**src/rtl/vga_c.sv**
```systemverilog
// vga_c: shared VGA geometry constants, count widths and timing flag struct
package vga_c;
  localparam int H_VIS = 640;
  localparam int H_FP = 16;
  localparam int H_SP = 96;
  localparam int H_BP = 48;
  localparam int V_VIS = 480;
  localparam int V_FP = 10;
  localparam int V_SP = 2;
  localparam int V_BP = 33;
  localparam int W = H_VIS + H_FP + H_SP + H_BP - 1;
  localparam int H = V_VIS + V_FP + V_SP + V_BP - 1;
  localparam int CX = 10;
  localparam int CY = 10;
  typedef struct packed {
    logic hsync;
    logic vsync;
    logic de;
    logic line_start;
    logic frame_start;
  } vga_tim_t;
endpackage

```
**src/rtl/vga_timing_gen_if.sv**
```systemverilog
// vga_timing_gen_if: counts from the h/v counter stage and timing outputs to the pixel/DAC side
// master = counter/sink side (drives counts), slave = timing generator
interface vga_timing_gen_if import vga_c::*; #(parameter int FC_W = 8);
  logic [CX-1:0] h_count;
  logic [CY-1:0] v_count;
  logic hsync;
  logic vsync;
  logic de;
  logic [CX-1:0] px_x;
  logic [CY-1:0] px_y;
  logic line_start;
  logic frame_start;
  logic [FC_W-1:0] frame_cnt;
  logic seq_err;
  modport master (
    output h_count, v_count,
    input hsync, vsync, de, px_x, px_y, line_start, frame_start, frame_cnt, seq_err
  );
  modport slave (
    input h_count, v_count,
    output hsync, vsync, de, px_x, px_y, line_start, frame_start, frame_cnt, seq_err
  );
endinterface

```
**src/rtl/vga_seq_check.sv**
```systemverilog
// vga_seq_check: sticky flag for h/v counts that skip, stall, wrap wrongly or exceed W/H
// ports: clk, rst (async active-low), h/v sampled counts, err sticky error
module vga_seq_check import vga_c::*; #(
  parameter int W_MAX = W,
  parameter int H_MAX = H
) (
  input  logic clk,
  input  logic rst,
  input  logic [CX-1:0] h,
  input  logic [CY-1:0] v,
  output logic err
);
  localparam logic [CX-1:0] WX = CX'(W_MAX);
  localparam logic [CY-1:0] HX = CY'(H_MAX);
  logic armed;
  logic [CX-1:0] ph, eh;
  logic [CY-1:0] pv, ev;
  logic bad;
  always_comb begin
    eh = (ph == WX) ? '0 : ph + 1'b1;
    ev = (ph == WX) ? ((pv == HX) ? '0 : pv + 1'b1) : pv;
    bad = (h > WX) || (v > HX) || (armed && (h != eh || v != ev));
  end
  // the first sample after reset only seeds the reference, so any resume point is accepted
  always_ff @(posedge clk or negedge rst)
    if (!rst) begin
      armed <= 1'b0;
      ph <= '0;
      pv <= '0;
      err <= 1'b0;
    end else begin
      armed <= 1'b1;
      ph <= h;
      pv <= v;
      if (bad) err <= 1'b1;
    end
endmodule

```
**src/rtl/vga_timing_gen.sv**
```systemverilog
// vga_timing_gen: two-stage registered hsync/vsync/de/pixel coords/strobes/frame count from h/v counts
// ports: clk, rst (async active-low), bus (slave: h_count/v_count in, timing outputs out)
module vga_timing_gen import vga_c::*; #(
  parameter int H_VIS_P = H_VIS,
  parameter int H_FP_P = H_FP,
  parameter int H_SP_P = H_SP,
  parameter int H_BP_P = H_BP,
  parameter int V_VIS_P = V_VIS,
  parameter int V_FP_P = V_FP,
  parameter int V_SP_P = V_SP,
  parameter int V_BP_P = V_BP,
  parameter logic HS_POL = 1'b0,
  parameter logic VS_POL = 1'b0,
  parameter int FC_W = 8
) (
  input logic clk,
  input logic rst,
  vga_timing_gen_if.slave bus
);
  localparam int WL = H_VIS_P + H_FP_P + H_SP_P + H_BP_P - 1;
  localparam int HL = V_VIS_P + V_FP_P + V_SP_P + V_BP_P - 1;
  localparam logic [CX-1:0] HV = CX'(H_VIS_P);
  localparam logic [CX-1:0] HS0 = CX'(H_VIS_P + H_FP_P);
  localparam logic [CX-1:0] HS1 = CX'(H_VIS_P + H_FP_P + H_SP_P);
  localparam logic [CY-1:0] VV = CY'(V_VIS_P);
  localparam logic [CY-1:0] VS0 = CY'(V_VIS_P + V_FP_P);
  localparam logic [CY-1:0] VS1 = CY'(V_VIS_P + V_FP_P + V_SP_P);
  vga_tim_t dec, t1, tim;
  logic val1;
  logic [CX-1:0] h1, px_x;
  logic [CY-1:0] v1, px_y;
  logic [FC_W-1:0] fc;
  logic chk_err, err;
  // stage-1 flags hold active-high sync decisions; polarity is applied in stage 2
  always_comb begin
    dec = '0;
    dec.hsync = (bus.h_count >= HS0) && (bus.h_count < HS1);
    dec.vsync = (bus.v_count >= VS0) && (bus.v_count < VS1);
    dec.de = (bus.h_count < HV) && (bus.v_count < VV);
    dec.line_start = bus.h_count == '0;
    dec.frame_start = (bus.h_count == '0) && (bus.v_count == '0);
  end
  always_ff @(posedge clk or negedge rst)
    if (!rst) begin
      val1 <= 1'b0;
      h1 <= '0;
      v1 <= '0;
      t1 <= '0;
    end else begin
      val1 <= 1'b1;
      h1 <= bus.h_count;
      v1 <= bus.v_count;
      t1 <= dec;
    end
  // nothing but reset values leaves stage 2 until a real sample occupies stage 1
  always_ff @(posedge clk or negedge rst)
    if (!rst) begin
      tim <= '{hsync: ~HS_POL, vsync: ~VS_POL, default: 1'b0};
      px_x <= '0;
      px_y <= '0;
      fc <= '0;
      err <= 1'b0;
    end else if (val1) begin
      tim <= '{hsync: t1.hsync ? HS_POL : ~HS_POL,
               vsync: t1.vsync ? VS_POL : ~VS_POL,
               de: t1.de,
               line_start: t1.line_start,
               frame_start: t1.frame_start};
      if (t1.de) begin
        px_x <= h1;
        px_y <= v1;
      end
      fc <= fc + FC_W'(t1.frame_start);
      err <= chk_err;
    end
  vga_seq_check #(.W_MAX(WL), .H_MAX(HL)) u_chk (
    .clk(clk),
    .rst(rst),
    .h(bus.h_count),
    .v(bus.v_count),
    .err(chk_err)
  );
  assign bus.hsync = tim.hsync;
  assign bus.vsync = tim.vsync;
  assign bus.de = tim.de;
  assign bus.line_start = tim.line_start;
  assign bus.frame_start = tim.frame_start;
  assign bus.px_x = px_x;
  assign bus.px_y = px_y;
  assign bus.frame_cnt = fc;
  assign bus.seq_err = err;
endmodule

```
**src/flat_wrapper.sv**
```systemverilog
// flat-port wrapper written by rule: the top's interface ports become plain ports
module vga_timing_gen_flat import vga_c::*;
#(
  parameter int H_VIS_P = H_VIS,
  parameter int H_FP_P = H_FP,
  parameter int H_SP_P = H_SP,
  parameter int H_BP_P = H_BP,
  parameter int V_VIS_P = V_VIS,
  parameter int V_FP_P = V_FP,
  parameter int V_SP_P = V_SP,
  parameter int V_BP_P = V_BP,
  parameter logic HS_POL = 1'b0,
  parameter logic VS_POL = 1'b0,
  parameter int FC_W = 8
)
  (clk, rst, bus_h_count, bus_v_count, bus_hsync, bus_vsync, bus_de, bus_px_x, bus_px_y, bus_line_start, bus_frame_start, bus_frame_cnt, bus_seq_err);
  vga_timing_gen_if #(.FC_W(FC_W)) bus_i ();
  input logic clk;
  input logic rst;
  input wire logic [$bits(bus_i.h_count)-1:0] bus_h_count;
  input wire logic [$bits(bus_i.v_count)-1:0] bus_v_count;
  output wire logic [$bits(bus_i.hsync)-1:0] bus_hsync;
  output wire logic [$bits(bus_i.vsync)-1:0] bus_vsync;
  output wire logic [$bits(bus_i.de)-1:0] bus_de;
  output wire logic [$bits(bus_i.px_x)-1:0] bus_px_x;
  output wire logic [$bits(bus_i.px_y)-1:0] bus_px_y;
  output wire logic [$bits(bus_i.line_start)-1:0] bus_line_start;
  output wire logic [$bits(bus_i.frame_start)-1:0] bus_frame_start;
  output wire logic [$bits(bus_i.frame_cnt)-1:0] bus_frame_cnt;
  output wire logic [$bits(bus_i.seq_err)-1:0] bus_seq_err;
  assign bus_i.h_count = bus_h_count;
  assign bus_i.v_count = bus_v_count;
  assign bus_hsync = bus_i.hsync;
  assign bus_vsync = bus_i.vsync;
  assign bus_de = bus_i.de;
  assign bus_px_x = bus_i.px_x;
  assign bus_px_y = bus_i.px_y;
  assign bus_line_start = bus_i.line_start;
  assign bus_frame_start = bus_i.frame_start;
  assign bus_frame_cnt = bus_i.frame_cnt;
  assign bus_seq_err = bus_i.seq_err;
  vga_timing_gen #(.H_VIS_P(H_VIS_P), .H_FP_P(H_FP_P), .H_SP_P(H_SP_P), .H_BP_P(H_BP_P), .V_VIS_P(V_VIS_P), .V_FP_P(V_FP_P), .V_SP_P(V_SP_P), .V_BP_P(V_BP_P), .HS_POL(HS_POL), .VS_POL(VS_POL), .FC_W(FC_W)) u_core (.clk(clk), .rst(rst), .bus(bus_i));
endmodule
```
**config.mk**
```make
export PLATFORM = sky130hd
export DESIGN_NAME = vga_timing_gen_flat
export DESIGN_NICKNAME = d
export VERILOG_FILES = /design/src/rtl/vga_c.sv /design/src/rtl/vga_timing_gen_if.sv /design/src/rtl/vga_seq_check.sv /design/src/rtl/vga_timing_gen.sv /design/src/flat_wrapper.sv
export SDC_FILE = /design/constraint.sdc
export NUM_CORES = 1
export LEC_CHECK = 0
export CAP_MARGIN = 10
export CORE_MARGIN = 5
export CORE_UTILIZATION = 49
export DETAILED_ROUTE_END_ITERATION = 8
export MAX_ROUTING_LAYER = met4
export PLACE_DENSITY = 0.76
export SLEW_MARGIN = 5
export SYNTH_ARGS = -nofsm -noshare
export SYNTH_HDL_FRONTEND = slang
export SYNTH_HIERARCHICAL = 1
export SYNTH_SLANG_ARGS = --single-unit
```
**constraint.sdc**
```tcl
create_clock -name clk -period 2 [get_ports clk]
set_input_delay 0.3 -clock clk [delete_from_list [all_inputs] [get_ports clk]]
set_output_delay 0.3 -clock clk [all_outputs]
set_load 0.02 [all_outputs]
```
# After elaboration in Yosys (flattened, before gate mapping)
# Index checks and enable logic that the tools add are counted.
[totals]
regBits = 61
inputBits = 22
latchBits = 0
mem_bits_rw = 0
elab_cells = 49
mem_count = 0
mem_bits_ro = 0
[classes]
n_lt_le_gt_ge = 8
n_mux = 5
n_addsub = 3
shifts = 0
mul = 0
n_eq_ne = 4
n_reduce_logical = 11
div_mod_pow = 0
n_bitwise = 0
[ops]
columns = ["operator", "n"]
rows = [
  ["10-bit two-way mux", 3],
  ["10-bit by 1-bit adder with 10-bit output (second input constant)", 2],
  ["10-bit equality test (second input constant)", 2],
  ["10-bit greater-than comparator (second input constant)", 2],
  ["10-bit zero test", 2],
  ["10-bit less-than comparator (second input constant)", 2],
  ["10-bit by 9-bit less-than comparator with 1-bit output (second input constant)", 2],
  ["10-bit inequality test", 2],
  ["10-bit greater-or-equal comparator (second input constant)", 1],
  ["10-bit by 9-bit greater-or-equal comparator with 1-bit output (second input constant)", 1],
  ["8-bit by 1-bit adder with 8-bit output", 1],
  ["1-bit logical AND", 5],
  ["1-bit logical OR", 3],
  ["1-bit two-way mux", 2],
  ["2-bit AND reduction", 1],
]

# Longest topological paths before layout
# Gate-level depths: netlist of run 1.
[logic_depth]
depth_word = 7
mapped_depth = 9

# Hierarchy
# Netlist of run 1, hierarchy kept.
[by_module_without_submodules]
columns = ["module", "area_each_um2", "cells_per_inst", "n_inst", "seq_area_each_um2"]
rows = [
  ["vga_timing_gen", 2090.8, 131, 1, 1503.9],
  ["vga_seq_check", 1602.8, 168, 1, 550.5],
]

# Least setup slack after synthesis of run 1
# No wires, ideal clock.
[synth_path]
path_type = "register -> register"
from = "reg u_core.u_chk.ph[0]"
to = "reg u_core.u_chk.err"
synth_period_minus_slack_ns = 2.170
setup_slack_ns = -0.170
path_stages_with_launch = 10
t_arrival_ns = 2.026
t_required_ns = 1.857
cell_sequence = "dfrtp_1 -> ha_1 -> and4_1 -> buf_6 -> nand3_4 -> or4_1 -> o211ai_2 -> o31ai_1 -> nor4_2 -> a41oi_1"
[synth_via]
elab_chain_len = 6
[synth_rtl]
columns = ["element", "line_no", "text"]
rows = [
  ["start, declared", "vga_seq_check.sv:16", "logic [CX-1:0] ph, eh;"],
  ["start signal, assigned", "vga_seq_check.sv:33", "ph <= h;"],
  ["10-bit by 1-bit adder with 10-bit output / 10-bit equality test (equally long branches)", "vga_seq_check.sv:20, vga_seq_check.sv:21", ""],
  ["10-bit two-way mux (on tied branches)", "vga_seq_check.sv:20, vga_seq_check.sv:21", ""],
  ["10-bit inequality test", "vga_seq_check.sv:22", "bad = (h > WX) || (v > HX) || (armed && (h != eh || v != ev));"],
  ["1-bit logical OR (*)", "vga_seq_check.sv:22", ""],
  ["1-bit logical AND (*)", "vga_seq_check.sv:22", ""],
  ["1-bit logical OR (*)", "vga_seq_check.sv:22", ""],
  ["end signal, assigned", "vga_seq_check.sv:30", "err <= 1'b0;"],
  ["end signal, assigned", "vga_seq_check.sv:35", "if (bad) err <= 1'b1;"],
  ["end, declared", "vga_seq_check.sv:11", "output logic err"],
]
# Mark *: on every way between the ends. The rest lies on a longest branch, timed or not.
# A chain may end at the register's enable or synchronous reset.

# Final worst setup path of run 1
# Same ends and word-level chain as after synthesis.

==> flow_metrics.env, run 1 <==
export IMPL_nFillCells=567
export IMPL_vias=2912
export IMPL_synth_top_cell_by_area="dfrtp_1"
export IMPL_rsz0062_at_grt="true"
export IMPL_utilization=0.691
export IMPL_p_int_uw=2670
export IMPL_insertion_delay_ns=0.35
export IMPL_criticalPathCategory="flip-flop to flip-flop"
export IMPL_synth_top_area_frac=0.542
export IMPL_power_per_cell_area_nw_per_um2=736
export IMPL_layout_common_cells="dfrtp_1 (80), buf_4 (61), clkdlybuf4s50_1 (54)"
export IMPL_diodes=0
export IMPL_seqCellArea_sq_um=2050
export IMPL_layout_cells_non_filler=524
export IMPL_drcViolationCount=0
export IMPL_setup_viol=1
export IMPL_syn_num_nets=326
export IMPL_dr_pass1_iters=4
export IMPL_fin_ws_ns=-0.176
export IMPL_ir_drop_v=0.000439
export IMPL_cts_buffers_inserted=9
export IMPL_detail_route_wl_per_cell_um=17.1
export IMPL_htree_levels=3
export IMPL_timing_rr_start="u_core/u_chk/ph[0]"
export IMPL_multi_input_area_sq_um=1610
export IMPL_violations="setup timing"
export IMPL_placed_cell_area_sq_um=4770
export IMPL_core_area_sq_um=7290
export IMPL_switching_share=0.282
export IMPL_worst_r2r_cell_count=9
export IMPL_clockPowerShare=0.293
export IMPL_hp_start="u_core/t1[3]"
export IMPL_finalNetCount=447
export IMPL_overflow=0
export IMPL_design_area_sq_um=5040
export IMPL_grt_pass1_vias=3073
export IMPL_fp_dieH_um=96.8
export IMPL_drt_total_wl_um=8950
export IMPL_hold_path_cell_count=1
export IMPL_cts_path_max_buffers=2
export IMPL_syn_area_sq_um=3690
export IMPL_io_buffers=55
export IMPL_clock_sinks=82
export IMPL_postRouteAntennaNets=0
export IMPL_dpl_cell_count=504
export IMPL_period_needed_ns=2.18
export IMPL_synth_edff_count=0
export IMPL_netlist_top_cells_area="dfrtp_1 (54%), mux2_2 (7.3%), xnor2_1 (4.3%)"
export IMPL_worst_ep_arrival_time_ns=2.39
export IMPL_final_common_cell="dfrtp_1"
export IMPL_timing_rr_end="u_core/u_chk/err"
export IMPL_die_w_um=96.8
export IMPL_rows=31
export IMPL_hold_end="u_core/bus.vsync"
export IMPL_seq_power_share=0.502
export IMPL_routed_via_density=5.56
export IMPL_synth_cell_types=67
export IMPL_p_leak_uw=0.00215
export IMPL_fin_crit_sh=1.09
export IMPL_synthArstFlopShare=1.00
export IMPL_clk_pin_slew_worst_paths_ns=0.08
export IMPL_start_util=0.507
export IMPL_combPwrFrac=0.204
export IMPL_area_growth_pct=36.5
export IMPL_hold_viol=0
export IMPL_grt_pass1_wl_um=15000
export IMPL_die_area_sq_um=9370
export IMPL_antenna_found_initial=0
export IMPL_min_path_type="flip-flop to flip-flop"
export IMPL_pre_cts_slack_ns=-0.374
export IMPL_grt_max_degree=83
export IMPL_status="finished with violations"
export IMPL_final_max_slew_viol_count=0
export IMPL_track_usage=0.203
export IMPL_ys_flop_type="dfrtp_1"
export IMPL_critPathLaunchType="flip-flop"
export IMPL_avgSynthCellArea_sq_um=12.4
export IMPL_cp_max_fo=8
export IMPL_pin_count=56
export IMPL_r2r_slack_ns=-0.18
export IMPL_dp_final_hpwl_um=6590
export IMPL_finalPower_uw=3710
export IMPL_ys_seq_area_frac=0.556
export IMPL_drive_gt1_frac=0.304
export IMPL_fin_skew_ns=0.0129
export IMPL_end_kind="flip-flop"
export IMPL_cap_viol_max_count=0
export IMPL_net_switching_power_uw=1050
export IMPL_ys_warn_count=6
export IMPL_ys_ff_latch=82
export IMPL_worst_ep_required_time_ns=2.21
export IMPL_drt_iter0_markers=131
export IMPL_max_freq_mhz=459
export IMPL_place_congestion=0.904
export IMPL_clock_root_buffer="clkbuf_8"
export IMPL_synth_cells=299
export IMPL_cts_tree="built"
-- worst max path at each step --
stage	from	endpoint	slack [ns]	cells past startpoint
floorplan	u_core/u_chk/ph[0]	u_core/u_chk/err	-0.10	9
global placement	bus_v_count[8]	u_core/u_chk/err	-0.35	8
detailed placement	bus_v_count[8]	u_core/u_chk/err	-0.37	8
CTS	u_core/u_chk/ph[0]	u_core/u_chk/err	-0.14	9
global route	u_core/u_chk/ph[0]	u_core/u_chk/err	-0.33	8
finish	u_core/u_chk/ph[0]	u_core/u_chk/err	-0.18	9
-- repair_timing --
action | CTS | global route
endpoints found under the setup margin | 1 | 1
hold buffers | 1 | 0
buffers inserted | 4 | 0
endpoints found under the hold margin | 80 | 0
resized for setup | 9 | 2
pin swaps | 12 | 4
-- worst max-delay path, cell delays in order, from the launching register on --
cell      delay, ns
dfrtp_1        0.42
ha_4           0.17
nand4_1        0.19
nor3_4         0.29
buf_4          0.22
o21ai_1        0.08
nand3b_1       0.09
o21ai_0        0.10
nor4_2         0.33
a41oi_1        0.15
-- routing by layer --
layer | global-route usage | routed length (um) | part of all wire
met1 | 0.247 | 3870 | 0.43
met2 | 0.329 | 4440 | 0.50
met3 | 0.0475 | 448 | 0.050
met4 | 0.0756 | 199 | 0.022
met5 | - | 0 | 0
-- layout make-up --
class	count	share of cell area
Sequential cell	82	0.408
Multi-Input combinational cell	200	0.319
Clock buffer	11	0.0280
Inverter	9	0.00670
Timing Repair Buffer	118	0.206
Tap cell	99	0.0246
Clock inverter	5	0.00745
-- flip-flops by register name (all words and copies together), names as in the netlist --
name	cells
u_core/u_chk/err	1
u_core/t1	5
u_core/val1	1
u_core/h1	10
u_core/bus.frame_start	1
u_core/bus.seq_err	1
u_core/bus.line_start	1
u_core/bus.de	1
u_core/bus.px_y	10
u_core/bus.px_x	10
u_core/bus.frame_cnt	8
u_core/bus.vsync	1
u_core/bus.hsync	1
u_core/u_chk/ph	10
u_core/u_chk/pv	10
u_core/u_chk/armed	1
u_core/v1	10
-- synth_stat cells (all sizes together), types with 6 or more instances --
| cell | number |
|---|---|
| a31oi | 6 |
| buf | 7 |
| xnor2 | 18 |
| nand4 | 9 |
| inv | 9 |
| o21ai | 12 |
| nand3 | 9 |
| nand2 | 15 |
| nor4 | 10 |
| nor3 | 9 |
| dfrtp | 80 |
| nor2 | 13 |
| mux2 | 25 |
-- kinds of logic (layout without fill, tap and decap cells) --
family	Yosys count	count (layout)	synth area share
adder cells (fa/ha/maj)	5	5	0.0169
multiplexers	28	28	0.0843
flip-flops	82	82	0.556
AND/OR/NAND/NOR	96	96	0.171
other	2	2	0.00203
AO/OA/AOI/OAI	46	46	0.0877
XOR/XNOR	23	23	0.0545
buffers and inverters	17	143	0.0268
-- power groups by stage --
stage	Clock (uW)	Combinational, uW	Sequential, uW
6_report	1090	758	1870
5_1_grt	1190	814	1880
4_1_cts	1110	759	1870
3_5_place_dp	0	749	1900
3_3_place_gp	0	736	1890
2_1_floorplan	0	221	1990
-- metrics by stage --
stage | hold slack [ns] | TNS, ns
2_1_floorplan | 0.00441 | -0.104
3_3_place_gp | 0.355 | -0.443
3_5_place_dp | 0.359 | -0.491
4_1_cts | 0.391 | -0.138
5_1_grt | 0.397 | -0.333
6_report | 0.389 | -0.176
Note: power is estimated with default switching activity, not from simulation.
==> run 2: changes to the inputs <==
--- a/config.mk
+++ b/config.mk
@@ -6,7 +6,6 @@
 export NUM_CORES = 1
 export LEC_CHECK = 0
 export CAP_MARGIN = 10
-export CORE_MARGIN = 5
 export CORE_UTILIZATION = 49
 export DETAILED_ROUTE_END_ITERATION = 8
 export MAX_ROUTING_LAYER = met4
==> run 2 against run 1 <==
  * The flow still finishes with violations (setup timing)
  * First-iteration DRC count grew 6.9%
  * Utilization grew 1.1 points
  * Combinational power grew 0.7%
  * Flip-flop and latch count is the same
==> flow_metrics.env, run 2 (synthesized netlist as in run 1, its figures left out) <==
export IMPL_overflow=0
export IMPL_r2r_slack_ns=-0.19
export IMPL_cp_depth=8
export IMPL_power_per_cell_area_nw_per_um2=741
export IMPL_clock_root_buffer="clkbuf_8"
export IMPL_critPathLaunchType="flip-flop"
export IMPL_insertion_delay_ns=0.35
export IMPL_finalNetCount=451
export IMPL_pin_count=56
export IMPL_fp_dieH_um=88.8
export IMPL_worst_r2r_cell_count=8
export IMPL_cts_tree="built"
export IMPL_end_kind="flip-flop"
export IMPL_endpoint="u_core/u_chk/err"
export IMPL_worst_ep_arrival_time_ns=2.40
export IMPL_die_w_um=88.8
export IMPL_fin_hold_ws_ns=0.392
export IMPL_dp_final_hpwl_um=6630
export IMPL_worst_ep_required_time_ns=2.21
export IMPL_criticalPathCategory="flip-flop to flip-flop"
export IMPL_pre_cts_slack_ns=-0.365
export IMPL_cp_top_family="simple AND/OR/NAND/NOR gates"
export IMPL_fin_ws_ns=-0.192
export IMPL_place_congestion=0.915
export IMPL_violations="setup timing"
export IMPL_vias=2875
export IMPL_drt_iter0_markers=140
export IMPL_hp_start="u_core/t1[3]"
export IMPL_setup_viol=1
export IMPL_cap_viol_max_count=0
export IMPL_drt_total_wl_um=8920
export IMPL_htree_levels=3
export IMPL_detail_route_wl_per_cell_um=16.9
export IMPL_finalPower_uw=3780
export IMPL_period_needed_ns=2.19
export IMPL_final_common_cell="dfrtp_1"
export IMPL_routed_via_density=5.45
export IMPL_critPathMaxStageDelay_ns=0.40
export IMPL_p_leak_uw=0.00219
export IMPL_cts_buffers_inserted=9
export IMPL_placed_cell_area_sq_um=4780
export IMPL_path_buf_inv=1
export IMPL_fin_crit_sh=1.10
export IMPL_dr_pass1_iters=4
export IMPL_timing_rr_end="u_core/u_chk/err"
export IMPL_crit_start="u_core/u_chk/ph[6]"
export IMPL_rsz0062_at_grt="true"
export IMPL_rows=31
export IMPL_drcViolationCount=0
export IMPL_status="finished with violations"
export IMPL_max_freq_mhz=456
export IMPL_io_buffers=55
export IMPL_cts_path_max_buffers=2
export IMPL_postRouteAntennaNets=0
export IMPL_start_util=0.509
export IMPL_cp_cell_sequence="and4bb_4 -> buf_4 -> nand4_2 -> or2_1 -> nor2_1 -> xnor2_1 -> nor4_1 -> a41oi_1"
export IMPL_grt_max_degree=39
export IMPL_hold_viol=0
export IMPL_design_area_sq_um=5100
export IMPL_clock_sinks=82
export IMPL_cp_max_fo=3
export IMPL_utilization=0.703
export IMPL_layout_common_cells="dfrtp_1 (78), buf_4 (66), clkdlybuf4s50_1 (54)"
export IMPL_final_max_slew_viol_count=0
export IMPL_drive_gt1_frac=0.322
export IMPL_diodes=0
export IMPL_timing_rr_start="u_core/u_chk/ph[6]"
export IMPL_fin_skew_ns=0.00815
export IMPL_nFillCells=552
export IMPL_slowest_stage="dfrtp_1"
export IMPL_min_path_type="flip-flop to flip-flop"
export IMPL_antenna_found_initial=0
export IMPL_grt_pass1_wl_um=14400
export IMPL_area_growth_pct=38.0
export IMPL_track_usage=0.260
export IMPL_clk_pin_slew_worst_paths_ns=0.08
export IMPL_core_area_sq_um=7250
export IMPL_grt_pass1_vias=2928
export IMPL_die_area_sq_um=7890
export IMPL_ir_drop_v=0.000422
==> run 2: worst min path at each step <==
| stage | end | depth (start not counted) | slack (ns) |
|---|---|---|---|
| 2_1_floorplan | u_core/bus.de | 0 | 0.004 |
| 5_1_grt | u_core/bus.vsync | 1 | 0.40 |
| 3_3_place_gp | u_core/bus.de | 1 | 0.28 |
| 6_report | u_core/bus.vsync | 1 | 0.39 |
| 4_1_cts | u_core/bus.vsync | 1 | 0.40 |
| 3_5_place_dp | u_core/u_chk/ph[8] | 1 | 0.28 |
==> run 2: metrics by stage <==
step,std cells,TNS (ns)
floorplan,299,-0.104
global placement,507,-0.469
detailed placement,507,-0.429
CTS,528,-0.143
global route,528,-0.257
finish,528,-0.192
==> run 2: what timing repair did <==
item	4_1_cts	5_1_grt
setup buffers	5	0
hold buffers	1	0
endpoints found under the setup margin	1	1
resized for setup	12	5
pin swaps	20	3
hold endpoints to repair	33	0
gates cloned	0	0
==> run 2: layout make-up <==
class	count	area [sq um]	area share
clock inverter	5	56.3	0.0110
timing repair buffer	122	1060	0.207
sequential	82	2060	0.404
multi-input combinational	200	1640	0.321
inverter	9	33.8	0.00663
clock buffer	11	131	0.0258
tap	99	124	0.0243
==> run 2: worst reg2reg max path, cell delays in order, from the launching register on <==
cell and delay, ns:
dfrtp_1 0.40, and4bb_4 0.38, buf_4 0.13, nand4_2 0.13, or2_1 0.28, nor2_1 0.14, xnor2_1 0.09, nor4_1 0.34
a41oi_1 0.16
==> run 2: power by group <==
| part | internal [uW] | total (uW) | switching (uW) |
|---|---|---|---|
| clock | 576 | 1150 | 574 |
| combinational | 392 | 763 | 371 |
| sequential | 1790 | 1870 | 76.5 |
| total | 2760 | 3780 | 1020 |
==> run 2: routing by layer <==
| metal | up-vias | share of wire | track usage |
|---|---|---|---|
| li1 | 1361 | - | - |
| met1 | 1420 | 0.43 | 0.316 |
| met2 | 80 | 0.51 | 0.439 |
| met3 | 14 | 0.041 | 0.0569 |
| met4 | 0 | 0.016 | 0.0660 |
| met5 | - | 0 | - |
==> variant 1 (flow settings as in run 2) <==
`VS_POL` is set to 1'b0 in 2 places; all go to 1'b1.
--- a/src/rtl/vga_timing_gen.sv
+++ b/src/rtl/vga_timing_gen.sv
@@ -10,7 +10,7 @@
   parameter int V_SP_P = V_SP,
   parameter int V_BP_P = V_BP,
   parameter logic HS_POL = 1'b0,
-  parameter logic VS_POL = 1'b0,
+  parameter logic VS_POL = 1'b1,
   parameter int FC_W = 8
 ) (
   input logic clk,
--- a/src/flat_wrapper.sv
+++ b/src/flat_wrapper.sv
@@ -10,7 +10,7 @@
   parameter int V_SP_P = V_SP,
   parameter int V_BP_P = V_BP,
   parameter logic HS_POL = 1'b0,
-  parameter logic VS_POL = 1'b0,
+  parameter logic VS_POL = 1'b1,
   parameter int FC_W = 8
 )
   (clk, rst, bus_h_count, bus_v_count, bus_hsync, bus_vsync, bus_de, bus_px_x, bus_px_y, bus_line_start, bus_frame_start, bus_frame_cnt, bus_seq_err);
Function: changed (a bounded check fails within 4 cycles, from zero or initial values and one cycle with rst low).
==> variant 1 against run 2 <==
Routed wire length is 2.4% higher. Clock power is 7% higher. Worst setup slack improved by 57 ps. Critical path type unchanged. The flow still finishes with violations (negative setup slack). Power up 3.0%. Worst hold slack better by 12 ps. Largest power group unchanged. Die area fell by 0.10%. Fmax up 2.7%. Area after synthesis fell by 0.10%. Sequential cell count is the same. Cell area increased by 2.0%. Final cell count up 1.7%.
==> variant 1: results (changes against run 2) <==
Layout
  • Seq area share: 39.5% (-0.86 points)
  • Fill count: 525 (-4.9%)
  • Multi-input gate area: 1630 um2 (-0.31%)
  • Signal buffers: 132 (+8.2%)
  • Inverter count: 8 (-1)
  • Clock-cell share: 4.04% (+0.36 points)
  • Fraction of layout cells with a size suffix above 1: 33.8% (+1.6 points)
  • NonClk Buf Share: 22.1% (+1.4 points)
  • Diode count: 0 (unchanged)
  • Nets: 460 (+2.0%)
  • CLK BUF: 10 (-1)

Global route
  • Vias in the first global route: 2956 (+0.96%)
  • Largest net degree at the start of global routing: 43 (+10%)
  • Initial antenna violation count: 0 (unchanged)
  • First-pass GRT wire length: 14.6 mm (+1.0%)
  • GRT Util Overall: 26.0% (+0.063 points)

Detailed routing
  • Vias per cell: 5.44 (-0.14%)
  • 1st-iter DRT viols: 121 (-14%)
  • Via count: 2920 (+1.6%)
  • WL final: 9.13 mm (+2.4%)

Synthesis
  • Syn nets: 325 (-0.31%)
  • Warnings from Yosys: 6 (unchanged)
  • Seq/Total Area, Yosys: 55.6% (about the same)
  • Cells after Synth: 298 (-0.33%)
  • Most frequent cells after synthesis: dfrtp_1, mux2_2, xnor2_1
  • Area contributors post-synth: dfrtp_1, mux2_2, xnor2_1
  • Ys async rst share: 100% (unchanged)
  • Synth Register Bits: 82 (unchanged)

Outcome
  • Status: finished, violations left
  • Failing checks: negative setup slack

Clock tree
  • Clock root buffer: clkbuf_8
  • Clk pin slew, worst setup/hold paths: 80 ps (about the same)
  • Clk buf depth: 2 (unchanged)

STA
  • Max Clock Skew: 8.65 ps (+0.497 ps)
  • Setup violators final: 1 (unchanged)
  • Post-route worst setup slack: -135 ps (+57.0 ps)

Power
  • Comb. pwr: 799 uW (+4.7%)
  • Sequential share of power: 47.8% (-1.6 points)
  • Leakage: 0.00223 uW (+2.1%)
  • VDD IR-drop max: 0.354 mV (-16%)
  • Cell-internal power: 2820 uW (+2.4%)

Worst hold path
  • Hold WC Path Type: reg2reg
  • HP Start: u_core/t1[4]

Place
  • GPL Wtd Cong: 0.965 (+5.4%)
  • Post-place setup slack: -414 ps (-48.9 ps)
  • Hpwl dp: 6.78 mm (+2.3%)
  • Placed cells: 509 (+0.39%)

Critical path
  • Worst Path Max Fanout: 3 (unchanged)
  • Highest-delay cell along the critical path: or4_4
  • Worst path arrival time: 2360 ps (-40 ps)
  • Delay of the slowest cell on the worst path: 590 ps (+190 ps)
  • Crit path from: u_core/u_chk/pv[8]
==> variant 1: worst paths after layout <==
check,cells past startpoint,slack [ps],to
setup / recovery,6,-140,u_core/u_chk/err
hold / removal,1,400,u_core/bus.hsync
setup reg to reg,6,-140,u_core/u_chk/err
hold reg to reg,1,400,u_core/bus.hsync
max in group asynchronous,3,970,u_core/h1[0]
min in group asynchronous,2,450,u_core/bus.px_y[8]
==> variant 1: worst max-delay path: cells and delay by family, from the launching register on <==
family | cells | cell delay, ps
AOI/OAI and AO/OA | 4 | 770
DFF | 1 | 390
and+or+nand+nor | 2 | 850
==> variant 1: routing by layer <==
layer	up-vias	GRT usage, %	wire, um
li1	1371	-	-
met1	1463	32.2	4100
met2	74	42.0	4550
met3	12	5.04	313
met4	0	10.7	160
met5	-	-	0
==> variant 1: kinds of logic after synthesis <==
| group | Yosys count | share of synthesized area [%] |
|---|---|---|
| muxes | 28 | 8.48 |
| DFF | 82 | 55.6 |
| buffers and inverters | 16 | 2.58 |
| xor gates and xnor gates | 23 | 5.46 |
| adders and majority gates | 5 | 1.70 |
| other | 2 | 0.204 |
| AOI/OAI and AO/OA | 46 | 8.78 |
| and+or+nand+nor | 96 | 17.2 |
==> variant 1: stage by stage <==
stage               total power [uW]  setup TNS [ps]  instance area (um2)
floorplan                       2220            -104                 3700
global route                    4050            -220                 5200
CTS                             3910           -90.9                 5190
finish                          3890            -135                 5200
global placement                2630            -368                 4810
detailed placement              2650            -426                 4810
==> variant 1: what timing repair did <==
action,4_1_cts,5_1_grt
hold buffers,1,0
cloned,0,0
setup endpoints to repair,1,1
pin swaps,12,1
gates resized for setup,19,3
setup buffers,11,0
endpoints found under the hold margin,38,0
==> variant 2 (config.mk and constraints of run 2) <==
Made on the original files. Reset style: synchronous (`rst`), changed in 3 clocked blocks. Comments in the files are not updated.
--- a/src/rtl/vga_seq_check.sv
+++ b/src/rtl/vga_seq_check.sv
@@ -22,7 +22,7 @@
     bad = (h > WX) || (v > HX) || (armed && (h != eh || v != ev));
   end
   // the first sample after reset only seeds the reference, so any resume point is accepted
-  always_ff @(posedge clk or negedge rst)
+  always_ff @(posedge clk)
     if (!rst) begin
       armed <= 1'b0;
       ph <= '0;
--- a/src/rtl/vga_timing_gen.sv
+++ b/src/rtl/vga_timing_gen.sv
@@ -40,7 +40,7 @@
     dec.line_start = bus.h_count == '0;
     dec.frame_start = (bus.h_count == '0) && (bus.v_count == '0);
   end
-  always_ff @(posedge clk or negedge rst)
+  always_ff @(posedge clk)
     if (!rst) begin
       val1 <= 1'b0;
       h1 <= '0;
@@ -53,7 +53,7 @@
       t1 <= dec;
     end
   // nothing but reset values leaves stage 2 until a real sample occupies stage 1
-  always_ff @(posedge clk or negedge rst)
+  always_ff @(posedge clk)
     if (!rst) begin
       tim <= '{hsync: ~HS_POL, vsync: ~VS_POL, default: 1'b0};
       px_x <= '0;
Formal check against the unedited RTL: differs if rst is asserted again (counterexample within 4 cycles, from zero or initial values and one cycle with rst low); with rst held inactive, the same outputs for 10 cycles.
==> variant 2 against run 2 <==
The flow still finishes with violations (negative setup slack). First-iteration DRC count rose by 42%. Cell area fell by 3.7%. Clock skew fell by 0.91 ps. Power fell by 10%. Final cell count rose by 13%. Count of clock-buffer cells in the layout fell by 1. Critical path depth fell by 1. Area after synthesis fell by 1.6%. Routed wire length fell by 0.91%. Sequential power fell by 8%. Sequential cell count did not move. Worst setup slack improved by 39 ps. Critical path type unchanged. Largest power group unchanged.
==> variant 2: results (changes against run 2) <==
Outcome
  • Status: finished, violations left
  • Failing checks: negative setup slack

Synthesis
  • Seq/Total Area, Yosys: 45.2% (-10 points)
  • Yosys cell types: 59 (-12%)
  • Area contributors post-synth: dfxtp_1, and2_1, nand2_1
  • Most frequent cells after synthesis: dfxtp_1, nand2_1, and2_1
  • Cells after Synth: 391 (+31%)
  • Syn nets: 418 (+28%)
  • Ys async rst share: 0% (-100 points)

Global route
  • First-pass GRT wire length: 13.9 mm (-3.4%)
  • Vias in the first global route: 2980 (+1.8%)
  • Initial antenna violation count: 0 (unchanged)
  • GRT Util Overall: 24.1% (-1.8 points)
  • Largest net degree at the start of global routing: 55 (+41%)

STA
  • Setup_tns: -153 ps (+39.0 ps)
  • Setup violators final: 1 (unchanged)
  • Post-route worst setup slack: -153 ps (+39.0 ps)
  • Max Clock Skew: 7.24 ps (-0.911 ps)

Critical path
  • Delay of the slowest cell on the worst path: 450 ps (+50 ps)
  • Worst Path Max Fanout: 4 (+1)
  • Highest-delay cell along the critical path: or3b_4

Place
  • Placed cells: 579 (+14%)
  • GPL Wtd Cong: 0.900 (-1.7%)
  • Hpwl dp: 6.23 mm (-6.0%)
  • Post-place setup slack: -563 ps (-198 ps)

Clock tree
  • Clock buffer count from CTS: 9 (unchanged)
  • CTS Hold Bufs: 0 (-1)

Power
  • Leakage: 0.00186 uW (-15%)
  • Switching share of power: 25.5% (-1.6 points)

Detailed routing
  • WL final: 8.84 mm (-0.91%)
  • Drt wl/cell: 14.7 um (-13%)
  • Drt first pass iters: 5 (+1)
  • Via count: 3243 (+13%)
  • 1st-iter DRT viols: 199 (+42%)

Layout
  • Fraction of layout cells with a size suffix above 1: 18.8% (-13 points)
  • Nets: 522 (+16%)

Worst hold path
  • Hold WC Path Type: in2reg
variant 2: final cells by class:
class                   count  area (um2)
inverters                   8        30.0
clock inverters             6        72.6
fillers                   597        2310
flip-flops and latches     82        1650
well taps                  99         124
repair buffers            110         970
multi-input cells         284        1930
clock buffers              10         138
variant 2: cells by family (layout without fill, tap and decap cells):
logic type      Yosys count  count (layout)  share of synthesized area (%)
mux                      10              10                           2.79
xor+xnor                 23              23                           5.54
simple gates            184             184                           29.5
fa+ha+maj                 5               5                           1.72
buf+inv                  25             134                           3.13
compound gates           62              62                           12.2
flops                    82              82                           45.2
variant 2: timing repair:
action,in CTS,in global routing
endpoints found under the setup margin,1,1
pin swaps,0,7
gates resized for setup,5,10
setup buffers,0,4
variant 2: worst paths after layout:
check,from,end,slack (ps),cells past startpoint
hold reg to reg,u_core/h1[0],u_core/bus.px_x[0],440,2
hold / removal,rst,u_core/bus.hsync,390,3
setup / recovery,u_core/u_chk/ph[6],u_core/u_chk/err,-150,7
setup reg to reg,u_core/u_chk/ph[6],u_core/u_chk/err,-150,7
variant 2: worst register-to-register path: cells and delay by family, from the launching register on:
kind,cells,cell delay (ps)
AND/OR/NAND/NOR,3,970
multiplexers,3,610
AO/OA/AOI/OAI,1,120
flip-flops,1,330
variant 2: per-layer routing:
layer  share of wire [%]  vias up  global-route usage, %
met5                   0        -                      -
met4                 2.1        0                   9.24
met3                 5.5       22                   3.39
met2                  49      123                   40.0
met1                  43     1536                   29.8
li1                    -     1562                      -
variant 2: per-stage QoR:
step	hold WS [ps]	area, um2
2_1_floorplan	328	3640
3_3_place_gp	423	4600
3_5_place_dp	426	4600
4_1_cts	386	4830
5_1_grt	416	4910
6_report	392	4910
variant 2: power by group through the flow:
stage / clock network [uW] / logic [uW] / registers (uW)
floorplan: 0 / 185 / 1760
global placement: 0 / 381 / 1760
detailed placement: 0 / 392 / 1760
CTS: 1270 / 398 / 1720
global route: 1340 / 440 / 1730
finish: 1250 / 410 / 1720
